==> config.mk <==
export PLATFORM = sky130hd
export DESIGN_NAME = pwm_monitor
export DESIGN_NICKNAME = d
export VERILOG_FILES = /design/src/rtl/pwm_pkg.sv /design/src/rtl/pwm_monitor_sat_run_counter.sv /design/src/rtl/pwm_monitor.sv
export SDC_FILE = /design/constraint.sdc
export NUM_CORES = 1
export LEC_CHECK = 0
export ABC_AREA = 1
export ABC_CLOCK_PERIOD_IN_PS = 1600
export CORE_UTILIZATION = 52
export DETAILED_ROUTE_END_ITERATION = 6
export PLACE_DENSITY = 0.79
export SYNTH_ARGS = -nofsm -noshare
export SYNTH_HDL_FRONTEND = slang
export SYNTH_SLANG_ARGS = --single-unit
==> constraint.sdc <==
create_clock -name clk -period 1.6 [get_ports clk]
set_clock_uncertainty 0.1 [all_clocks]
set_input_delay 0.32 -clock clk [delete_from_list [all_inputs] [get_ports clk]]
set_output_delay 0.32 -clock clk [all_outputs]
set_load 0.05 [all_outputs]
==> src/rtl/pwm_pkg.sv <==
// pwm_pkg: shared definitions for the PWM monitor.
//   pwm_mon_state_t : monitor FSM states
//   PWM_CBITS       : default generator counter width (nominal period 2**CBITS)
//   SW_HI_OFS/LO_OFS: switch-code slice offsets. The generator encodes the duty
//                     as (2*sw+1) << (CBITS-5), so sw sits in bits
//                     [CBITS-2:CBITS-4] of the high time.
package pwm_pkg;

  typedef enum logic [1:0] {
    IDLE = 2'd0,
    HIGH = 2'd1,
    LOW  = 2'd2
  } pwm_mon_state_t;

  localparam int PWM_CBITS = 19;

  localparam int SW_HI_OFS = 2;
  localparam int SW_LO_OFS = 4;

endpackage

==> src/rtl/pwm_monitor_sat_run_counter.sv <==
// sat_run_counter: saturating up-counter with clear and load-1 controls.
// Ports:
//   clk, rst : clock, synchronous active-high reset (count -> 0)
//   clr      : clear to 0 (highest priority after reset)
//   load1    : load the value 1
//   inc      : increment by one, holding at all-ones
//   cnt      : current count
module sat_run_counter #(
  parameter int W = 20
) (
  input  logic         clk,
  input  logic         rst,
  input  logic         clr,
  input  logic         load1,
  input  logic         inc,
  output logic [W-1:0] cnt
);

  always_ff @(posedge clk) begin
    if (rst) begin
      cnt <= '0;
    end else if (clr) begin
      cnt <= '0;
    end else if (load1) begin
      cnt <= W'(1);
    end else if (inc && (cnt != '1)) begin
      cnt <= cnt + W'(1);
    end
  end

endmodule

==> src/rtl/pwm_monitor.sv <==
// pwm_monitor: measures high time and period of each complete PWM cycle on
// pulse_in, recovers the 3-bit switch code, and flags a pulse stuck high/low.
// Ports:
//   clk, rst    : clock, synchronous active-high reset
//   pulse_in    : PWM pulse, same clock domain
//   high_cnt    : high time of the last complete period (cycles)
//   period_cnt  : length of the last complete period (cycles)
//   sw_est      : recovered switch code
//   meas_valid  : result strobe
//   stuck_hi/lo : pulse currently high/low for at least STUCK_LIMIT samples
// Handshake: meas_valid is a one-cycle strobe with no ready/backpressure;
// high_cnt, period_cnt and sw_est change only in the cycle meas_valid is 1
// and hold their value otherwise.
module pwm_monitor
  import pwm_pkg::*;
#(
  parameter int CBITS       = PWM_CBITS,
  parameter int STUCK_LIMIT = 2**CBITS
) (
  input  logic           clk,
  input  logic           rst,
  input  logic           pulse_in,
  output logic [CBITS:0] high_cnt,
  output logic [CBITS:0] period_cnt,
  output logic [2:0]     sw_est,
  output logic           meas_valid,
  output logic           stuck_hi,
  output logic           stuck_lo
);

  localparam logic [CBITS:0] LIM_M1 = (CBITS+1)'(STUCK_LIMIT - 1);

  logic           pulse_q;
  logic           rise;
  logic           fall;
  logic [CBITS:0] hrun;
  logic [CBITS:0] lrun;
  logic [CBITS:0] pcnt;
  logic [CBITS:0] hold_h;
  logic           latch_h;
  logic           fire_meas;
  logic           hi_hit;
  logic           lo_hit;

  pwm_mon_state_t state_q;
  pwm_mon_state_t state_d;

  // pulse_q resets to 1 so a pulse already high at reset is not a rise.
  always_ff @(posedge clk) begin
    if (rst) begin
      pulse_q <= 1'b1;
    end else begin
      pulse_q <= pulse_in;
    end
  end

  assign rise = pulse_in & ~pulse_q;
  assign fall = ~pulse_in & pulse_q;

  sat_run_counter #(.W(CBITS+1)) u_hrun (
    .clk   (clk),
    .rst   (rst),
    .clr   (~pulse_in),
    .load1 (rise),
    .inc   (pulse_in),
    .cnt   (hrun)
  );

  sat_run_counter #(.W(CBITS+1)) u_lrun (
    .clk   (clk),
    .rst   (rst),
    .clr   (pulse_in),
    .load1 (fall),
    .inc   (~pulse_in),
    .cnt   (lrun)
  );

  sat_run_counter #(.W(CBITS+1)) u_pcnt (
    .clk   (clk),
    .rst   (rst),
    .clr   (1'b0),
    .load1 (rise),
    .inc   (1'b1),
    .cnt   (pcnt)
  );

  always_ff @(posedge clk) begin
    if (rst) begin
      state_q <= IDLE;
    end else begin
      state_q <= state_d;
    end
  end

  always_comb begin
    state_d   = state_q;
    latch_h   = 1'b0;
    fire_meas = 1'b0;
    case (state_q)
      IDLE: begin
        if (rise) state_d = HIGH;
      end
      HIGH: begin
        if (fall) begin
          latch_h = 1'b1;
          state_d = LOW;
        end
      end
      LOW: begin
        if (rise) begin
          fire_meas = 1'b1;
          state_d   = HIGH;
        end
      end
      default: state_d = IDLE;
    endcase
  end

  // hrun still holds the full high count on the fall edge (cleared after it).
  always_ff @(posedge clk) begin
    if (rst) begin
      hold_h <= '0;
    end else if (latch_h) begin
      hold_h <= hrun;
    end
  end

  // pcnt still holds the full period on the rise edge (reloaded after it).
  always_ff @(posedge clk) begin
    if (rst) begin
      high_cnt   <= '0;
      period_cnt <= '0;
      sw_est     <= '0;
      meas_valid <= 1'b0;
    end else begin
      meas_valid <= fire_meas;
      if (fire_meas) begin
        high_cnt   <= hold_h;
        period_cnt <= pcnt;
        sw_est     <= hold_h[CBITS-SW_HI_OFS:CBITS-SW_LO_OFS];
      end
    end
  end

  // The run counter steps to STUCK_LIMIT on this edge when it currently holds
  // STUCK_LIMIT-1 and is incrementing (not reloading on an edge).
  assign hi_hit = pulse_in & ~rise & (hrun == LIM_M1);
  assign lo_hit = ~pulse_in & ~fall & (lrun == LIM_M1);

  always_ff @(posedge clk) begin
    if (rst) begin
      stuck_hi <= 1'b0;
      stuck_lo <= 1'b0;
    end else begin
      if (!pulse_in) begin
        stuck_hi <= 1'b0;
      end else if (hi_hit) begin
        stuck_hi <= 1'b1;
      end
      if (pulse_in) begin
        stuck_lo <= 1'b0;
      end else if (lo_hit) begin
        stuck_lo <= 1'b1;
      end
    end
  end

endmodule

==> results of run 1 <==
[final cells by class]
class                           count  area, sq um
Clock buffer                       18          418
Clock inverter                     14          169
Fill cell                         686         2630
Inverter                           67          254
Multi-Input combinational cell    593         3090
Sequential cell                   126         2560
Tap cell                          140          175
Timing Repair Buffer              117         1550
[power breakdown]
part	total [mW]	internal (mW)	leakage, nW	switching [mW]
sequential	3.19	3.16	1.03	0.0272
combinational	0.347	0.140	1.81	0.206
clock	3.83	2.37	0.285	1.45
[cell usage in the layout (no fill, tap or decap), types with 3 or more instances in the layout]
cell,Yosys,layout
sky130_fd_sc_hd__inv_1,61,56
sky130_fd_sc_hd__clkinv_2,0,4
sky130_fd_sc_hd__buf_4,5,61
sky130_fd_sc_hd__nand3_2,2,7
sky130_fd_sc_hd__o21ai_1,0,3
sky130_fd_sc_hd__nor2_4,3,8
sky130_fd_sc_hd__inv_2,6,10
sky130_fd_sc_hd__xnor2_1,12,12
sky130_fd_sc_hd__a31oi_1,7,7
sky130_fd_sc_hd__nand2_1,167,161
sky130_fd_sc_hd__nor2_1,161,144
sky130_fd_sc_hd__clkinv_4,0,4
sky130_fd_sc_hd__nand2_4,2,6
sky130_fd_sc_hd__clkbuf_16,0,16
sky130_fd_sc_hd__a21oi_1,49,46
sky130_fd_sc_hd__dfxtp_4,0,4
sky130_fd_sc_hd__nor2_2,12,24
sky130_fd_sc_hd__nand2_8,1,4
sky130_fd_sc_hd__ha_4,0,3
sky130_fd_sc_hd__xor2_1,13,13
sky130_fd_sc_hd__nand3_1,36,30
sky130_fd_sc_hd__nor3_1,8,8
sky130_fd_sc_hd__a21oi_2,11,14
sky130_fd_sc_hd__or2_2,3,3
sky130_fd_sc_hd__dfxtp_2,0,17
sky130_fd_sc_hd__o21ai_0,72,69
sky130_fd_sc_hd__nand2_2,10,13
sky130_fd_sc_hd__dfxtp_1,126,105
sky130_fd_sc_hd__bufinv_16,0,3
sky130_fd_sc_hd__buf_12,1,53
sky130_fd_sc_hd__nand3b_1,4,4
sky130_fd_sc_hd__nand4_1,7,7
[worst min-delay path by stage]
stage	to	from	slack, ns	cells past startpoint
after floorplan	state_q[0]$_SDFFE_PP0P_	rst	0.29	1
final	u_lrun.cnt[14]$_SDFFE_PP0P_	u_lrun.cnt[14]$_SDFFE_PP0P_	0.38	2
after global routing	u_lrun.cnt[14]$_SDFFE_PP0P_	u_lrun.cnt[14]$_SDFFE_PP0P_	0.41	2
after global placement	hold_h[10]$_SDFFE_PP0P_	hold_h[10]$_SDFFE_PP0P_	0.36	2
after CTS	hold_h[10]$_SDFFE_PP0P_	hold_h[10]$_SDFFE_PP0P_	0.38	2
after detailed placement	hold_h[10]$_SDFFE_PP0P_	hold_h[10]$_SDFFE_PP0P_	0.37	2
[metal layers]
layer | track usage (%) | vias to the layer above
met1 | 32.3 | 2679
met4 | 10.3 | 0
met3 | 6.36 | 42
li1 | - | 2818
met5 | 0 | -
met2 | 43.8 | 294
[logic make-up after synthesis]
family,count (synthesis),synth area share (%)
buffers and inverters,97,7.62
AO/OA/AOI/OAI,142,13.4
XOR/XNOR,25,3.78
adder cells (fa/ha/maj),3,0.648
AND/OR/NAND/NOR,419,31.1
flip-flops,126,43.5
[worst register-to-register path, cell delays in order (launching register included)]
cell and delay [ns]:
sky130_fd_sc_hd__dfxtp_2 0.36, sky130_fd_sc_hd__buf_4 0.15, sky130_fd_sc_hd__nand3_2 0.13, sky130_fd_sc_hd__inv_2 0.10, sky130_fd_sc_hd__nand2_1 0.09, sky130_fd_sc_hd__buf_4 0.15
sky130_fd_sc_hd__inv_1 0.08, sky130_fd_sc_hd__nand3b_1 0.14, sky130_fd_sc_hd__nand2_1 0.11, sky130_fd_sc_hd__nand2_1 0.07, sky130_fd_sc_hd__a21oi_2 0.11
[flip-flops by register name, indices dropped and copies added, names as in the netlist]
signal and count:
high_cnt 20, hold_h 20, meas_valid 1, period_cnt 20, pulse_q 1, state_q 2, stuck_hi 1, stuck_lo 1
u_hrun.cnt 20, u_lrun.cnt 20, u_pcnt.cnt 20
[per-stage QoR]
step | area (sq um) | utilization [%]
after floorplan | 5800 | -
after global placement | 7290 | 67.3
after detailed placement | 7290 | 67.3
after CTS | 7930 | 73.2
after global routing | 8210 | 75.8
final | 8210 | 75.8
[timing repair]
action | CTS | global route
pin swaps | 4 | 12
buffers inserted | 2 | 3
cloned | 1 | 3
endpoints found under the setup margin | 42 | 63
gates resized for setup | 8 | 78
==> load_flow_metrics.sql, run 1 <==
INSERT INTO impl_metrics (metric_group, metric, value, unit) VALUES
('global_route', 'grt_max_degree', '61', ''),
('outcome', 'outcome', 'finished with violations', ''),
('worst_setup_path', 'critical_path_origin', 'u_hrun.cnt[0]$_SDFFE_PP0P_', ''),
('worst_setup_path', 'critPathRequiredTime', '1.97', 'ns'),
('worst_setup_path', 'timing.critical_path.slowest_stage_cell', 'sky130_fd_sc_hd__dfxtp_2', ''),
('place', 'gp_congestion', '0.867', ''),
('yosys', 'yosys-top-cells-area', 'sky130_fd_sc_hd__dfxtp_1 44%, sky130_fd_sc_hd__nand2_1 11%, sky130_fd_sc_hd__nor2_1 10%', ''),
('route', 'detailed_routed_wire_length_on_met2', '7850', 'um'),
('power', 'cellLeakagePower', '3.13', 'nW'),
('yosys', 'syn_area', '0.00580', 'sq mm'),
('floorplan', 'die_height', '108', 'um'),
('clock_tree', 'cts.reportedPaths.clkPinSlew', '0.06', 'ns'),
('worst_setup_path', 'timing.reg2reg.worst_path_depth', '10', ''),
('power', 'design_power_total', '7.36', 'mW'),
('layout', 'finish.net_count', '928', ''),
('sta', 'finalMaxSlewViolations', '0', ''),
('global_route', 'grt_first_pass_wirelength', '23900', 'um'),
('worst_setup_path', 'critical_path.top_delay_family', 'simple AND/OR/NAND/NOR gates', ''),
('power', 'vdd.ir_drop.worst', '0.609', 'mV'),
('global_route', 'first_global_vias', '5303', ''),
('worst_setup_path', 'endpoint_of_the_worst_setup_timing_path', 'u_hrun.cnt[15]$_SDFFE_PP0P_', ''),
('global_route', 'globalRoute.totalOverflow', '0', ''),
('clock_tree', 'clk_latency', '0.53', 'ns'),
('route', 'vias', '5833', ''),
('global_route', 'antenna_found_initial', '0', ''),
('outcome', 'violations', 'setup timing', ''),
('worst_setup_path', 'worstSetupStartpointType', 'flop', ''),
('clock_tree', 'clock_tree_from_tritoncts', 'built', ''),
('place', 'preCtsSetupSlack', '-0.242', 'ns'),
('route', 'highest_signal_layer_in_the_routed_design', 'met4', ''),
('worst_setup_path', 'critical_path_arrival', '2.01', 'ns'),
('power', 'power_per_cell_area', '897', 'mW/mm^2'),
('run', 'max_cap_violations', '0', ''),
('clock_tree', 'htreeDepth', '4', ''),
('yosys', 'ys_async_sr_fraction', '0', '%'),
('floorplan', 'initial_core_util', '53.5', '%'),
('sta', 'report.final.setup_viol', '5', ''),
('global_route', 'globalRouteTotalUtil', '26.2', '%'),
('yosys', 'postSynth.topFlopCell', 'sky130_fd_sc_hd__dfxtp_1', ''),
('worst_setup_path', 'reg2reg_from', 'u_hrun.cnt[0]$_SDFFE_PP0P_', ''),
('worst_setup_path', 'worst_r2r_end', 'u_hrun.cnt[15]$_SDFFE_PP0P_', ''),
('worst_setup_path', 'wp_buf_inv', '4', ''),
('layout', 'drive_gt1_share', '28.1', '%'),
('floorplan', 'std_cell_rows', '38', ''),
('sta', 'timing.final.crit_period', '1.65', 'ns'),
('yosys', 'synth-warning-count', '0', ''),
('route', 'drt_first_pass_iters', '5', ''),
('yosys', 'synth.net_count', '818', ''),
('floorplan', 'core_area', '0.0108', 'sq mm'),
('route', 'wl_met1', '6520', 'um'),
('sta', 'slew_hr', '66.5', '%'),
('yosys', 'area_share_of_the_leading_cell_type_in_the_synthesized_netlist', '43.5', '%'),
('yosys', 'seq_area_frac_synth', '43.5', '%'),
('floorplan', 'die_area', '0.0116', 'sq mm'),
('route', 'postRouteAntennaNets', '0', ''),
('layout', 'syn_to_final_growth', '41.7', '%'),
('yosys', 'synth_seq_cells', '126', ''),
('sta', 'max_clock_freq', '608', 'MHz'),
('clock_tree', 'cts-root-buf', 'sky130_fd_sc_hd__clkbuf_8', ''),
('clock_tree', 'post_cts_hold_buffer_count', '0', ''),
('yosys', 'netlist.top_cell.by_area', 'sky130_fd_sc_hd__dfxtp_1', ''),
('place', 'hpwl', '9030', 'um'),
('yosys', 'synthMostInstantiatedCell', 'sky130_fd_sc_hd__nand2_1', ''),
('yosys', 'syn-mean-instance-area', '7.14', 'sq um'),
('sta', 'final_critical_path_setup_slack', '-0.0458', 'ns'),
('clock_tree', 'clock_buffers_created_by_tritoncts', '17', ''),
('floorplan', 'floorplan.io_pins', '49', ''),
('yosys', 'synthCells', '812', ''),
('worst_setup_path', 'crit_end_category', 'flop', ''),
('place', 'portBuffers', '48', ''),
('place', 'placed_cells_incl_taps', '1034', '');
Power figures use the tool's default switching activity.
==> run 2: changes to the inputs <==
--- a/config.mk
+++ b/config.mk
@@ -6,7 +6,8 @@
 export NUM_CORES = 1
 export LEC_CHECK = 0
 export ABC_AREA = 1
-export ABC_CLOCK_PERIOD_IN_PS = 1600
+export ABC_CLOCK_PERIOD_IN_PS = 1400
+export CORE_ASPECT_RATIO = 1.5
 export CORE_UTILIZATION = 52
 export DETAILED_ROUTE_END_ITERATION = 6
 export PLACE_DENSITY = 0.79
==> constraint.sdc (replaced) <==
create_clock -name clk -period 1.4 [get_ports clk]
set_clock_uncertainty 0.1 [all_clocks]
set_input_delay 0.28 -clock clk [delete_from_list [all_inputs] [get_ports clk]]
set_output_delay 0.28 -clock clk [all_outputs]
set_load 0.05 [all_outputs]
==> load_flow_metrics.sql, run 2 (synthesis results as in run 1) <==
INSERT INTO impl_metrics (metric_group, metric, value, unit) VALUES
('worst_setup_path', 'worst_r2r_end', 'u_pcnt.cnt[14]$_SDFFE_PP0P_', ''),
('sta', 'timing.final.hold_violations', '0', ''),
('clock_tree', 'clock_sinks', '126', ''),
('layout', 'mostFrequentLayoutCell', 'sky130_fd_sc_hd__buf_4', ''),
('worst_setup_path', 'timing.critical_path.slowest_stage_cell', 'sky130_fd_sc_hd__dfxtp_4', ''),
('clock_tree', 'htreeDepth', '4', ''),
('layout', 'finish.net_count', '1014', ''),
('worst_setup_path', 'crit_path_max_incr_delay', '0.37', 'ns'),
('route', 'highest_signal_layer_in_the_routed_design', 'met5', ''),
('sta', 'report.final.setup_viol', '108', ''),
('global_route', 'antenna_found_initial', '2', ''),
('global_route', 'first_global_vias', '6995', ''),
('route', 'met3_wirelength', '3930', 'um'),
('worst_setup_path', 'reg2reg_from', 'u_pcnt.cnt[1]$_SDFFE_PP0P_', ''),
('outcome', 'outcome', 'finished with violations', ''),
('worst_setup_path', 'wp_buf_inv', '2', ''),
('worst_setup_path', 'cp_common_cell', 'sky130_fd_sc_hd__nand3_2', ''),
('clock_tree', 'clk_latency', '0.44', 'ns'),
('sta', 'tightestPinTransition', '0.490', 'ns'),
('power', 'cellLeakagePower', '4.03', 'nW'),
('floorplan', 'die_height', '131', 'um'),
('place', 'hpwl', '11100', 'um'),
('sta', 'finalMaxSlewViolations', '0', ''),
('floorplan', 'die_w', '88.2', 'um'),
('clock_tree', 'clock_buffers_created_by_tritoncts', '17', ''),
('floorplan', 'std_cell_rows', '46', ''),
('global_route', 'globalRoute.totalOverflow', '0', ''),
('run', 'max_cap_violations', '0', ''),
('route', 'drt_initial_violations', '1411', ''),
('global_route', 'grt_first_pass_wirelength', '33800', 'um'),
('worst_setup_path', 'path_class', 'reg2reg', ''),
('clock_tree', 'clock_tree_from_tritoncts', 'built', ''),
('place', 'gp_congestion', '0.893', ''),
('clock_tree', 'clock_tree.buffer_depth', '2', ''),
('clock_tree', 'cts.reportedPaths.clkPinSlew', '0.06', 'ns'),
('outcome', 'violations', 'DRC, setup timing', ''),
('route', 'wire_per_inst', '26.4', 'um'),
('worst_setup_path', 'critical_path_arrival', '2.10', 'ns'),
('sta', 'max_clock_freq', '546', 'MHz'),
('route', 'vias', '7813', ''),
('route', 'route.detailed.vias_per_inst', '6.71', ''),
('power', 'power_per_cell_area', '935', 'mW/mm^2'),
('worst_setup_path', 'worstSetupStartpointType', 'flop', ''),
('route', 'wl_met1', '9400', 'um'),
('layout', 'syn_to_final_growth', '70.3', '%'),
('power', 'design_power_total', '9.23', 'mW'),
('layout', 'fillerInstances', '348', ''),
('worst_setup_path', 'timing.reg2reg.worst_path_depth', '9', ''),
('sta', 'finalCritPeriodShare', '131', '%'),
('floorplan', 'core_area', '0.0107', 'sq mm'),
('min_path', 'hold_path_end', 'state_q[0]$_SDFFE_PP0P_', ''),
('route', 'drt_first_pass_iters', '7', ''),
('floorplan', 'initial_core_util', '54.1', '%'),
('worst_setup_path', 'crit_end_category', 'flop', ''),
('floorplan', 'die_area', '0.0116', 'sq mm'),
('layout', 'mostFrequentLayoutCells', '123 x sky130_fd_sc_hd__buf_4, 121 x sky130_fd_sc_hd__nor2_1, 114 x sky130_fd_sc_hd__nand2_1, 87 x sky130_fd_sc_hd__dfxtp_1, 55 x sky130_fd_sc_hd__buf_12', ''),
('global_route', 'grt_max_degree', '61', ''),
('min_path', 'class_of_the_tightest_hold_or_removal_check', 'in2reg', ''),
('min_path', 'worstHoldPathCells', '6', ''),
('worst_setup_path', 'path_cells', 'ha_4, nand3_4, buf_6, nor2_4, nand3_2, or2_4, nand3_2, nand2_1, inv_1', ''),
('route', 'detailed_routed_wire_length_on_met2', '13900', 'um'),
('sta', 'tns', '-21.20', 'ns'),
('route', 'postRouteAntennaNets', '0', ''),
('min_path', 'min-delay-start', 'pulse_in', ''),
('place', 'portBuffers', '48', ''),
('power', 'vdd.ir_drop.worst', '1.00', 'mV'),
('worst_setup_path', 'critical_path.top_delay_family', 'simple AND/OR/NAND/NOR gates', ''),
('sta', 'final_critical_path_setup_slack', '-0.431', 'ns'),
('clock_tree', 'cts-root-buf', 'sky130_fd_sc_hd__clkbuf_16', ''),
('route', 'drc', '71', ''),
('sta', 'rsz0062_at_grt', 'yes', ''),
('route', 'route.final.wire_length', '30800', 'um'),
('layout', 'drive_gt1_share', '48.2', '%'),
('sta', 'timing.final.crit_period', '1.83', 'ns'),
('worst_setup_path', 'critical_path_peak_fanout', '3', ''),
('worst_setup_path', 'worst-r2r-setup-slack', '-0.43', 'ns'),
('sta', 'slew_hr', '67.3', '%'),
('layout', 'final_design_area_no_fill', '0.00987', 'sq mm'),
('place', 'placed_area', '0.00780', 'sq mm'),
('floorplan', 'floorplan.io_pins', '49', ''),
('worst_setup_path', 'critPathRequiredTime', '1.66', 'ns'),
('global_route', 'globalRouteTotalUtil', '37.9', '%');
-- run 2: cell count changes in the layout (fill, tap and decap cells not counted), moves of 19 or more --
cell                      change
sky130_fd_sc_hd__a21oi_2     +19
sky130_fd_sc_hd__buf_4       +62
sky130_fd_sc_hd__nor2_1      -23
sky130_fd_sc_hd__nand2_2     +24
sky130_fd_sc_hd__nand2_4     +22
sky130_fd_sc_hd__o21ai_0     -19
sky130_fd_sc_hd__nor2_4      +21
sky130_fd_sc_hd__a21oi_1     -20
sky130_fd_sc_hd__nand2_1     -47
-- run 2: worst max path at each step --
stage | slack, ns | to | startpoint | depth (start not counted)
CTS | -0.16 | u_hrun.cnt[17]$_SDFFE_PP0P_ | u_hrun.cnt[0]$_SDFFE_PP0P_ | 11
finish | -0.43 | u_pcnt.cnt[14]$_SDFFE_PP0P_ | u_pcnt.cnt[1]$_SDFFE_PP0P_ | 9
global route | -0.69 | u_pcnt.cnt[18]$_SDFFE_PP0P_ | u_pcnt.cnt[14]$_SDFFE_PP0P_ | 11
detailed placement | -0.43 | u_lrun.cnt[16]$_SDFFE_PP0P_ | pulse_in | 8
floorplan | -0.02 | u_lrun.cnt[17]$_SDFFE_PP0P_ | u_lrun.cnt[0]$_SDFFE_PP0P_ | 9
global placement | -0.35 | high_cnt[19]$_SDFFE_PP0P_ | pulse_in | 8
-- run 2: through the flow --
step	utilization, %	instances	hold WS, ns	setup slack [ns]
global route	92.2	1165	0.388	-0.690
CTS	83.3	1148	0.386	-0.159
floorplan	-	812	0.242	-0.0189
global placement	72.8	1094	0.361	-0.352
finish	92.2	1165	0.363	-0.431
detailed placement	72.8	1094	0.372	-0.426
-- run 2: repair_timing --
item	CTS	global route
setup buffers	18	16
setup endpoints to repair	76	113
hold buffers	0	0
cloned	6	4
pin swaps	31	68
resized for setup	99	226
-- run 2: power by group --
| group | total (mW) | internal, mW | switching (mW) | leakage [nW] |
|---|---|---|---|---|
| clock | 5.01 | 3.19 | 1.81 | 0.310 |
| combinational | 0.582 | 0.217 | 0.365 | 2.68 |
| sequential | 3.65 | 3.60 | 0.0444 | 1.04 |
-- run 2: routing by layer --
metal / vias to the layer above / track usage, %
met4: 2 / 25.5
li1: 3002 / -
met1: 3557 / 39.8
met2: 877 / 64.8
met5: - / 0
met3: 375 / 9.05
-- run 2: area by class of cell --
class / instances / area [sq um] / area share, %
clock inverter: 11 / 190 / 1.93
timing repair buffer: 201 / 2310 / 23.4
clock buffer: 20 / 447 / 4.53
sequential: 126 / 2610 / 26.4
multi-input combinational: 595 / 3860 / 39.1
tap: 144 / 180 / 1.83
antenna: 1 / 2.50 / 0.0254
inverter: 67 / 270 / 2.74
-- run 2: worst min-delay path, delay by kind of cell --
kind / cells / cell delay (ns)
buffers and inverters: 3 / 0.40
AND/OR/NAND/NOR: 2 / 0.10
AO/OA/AOI/OAI: 1 / 0.07
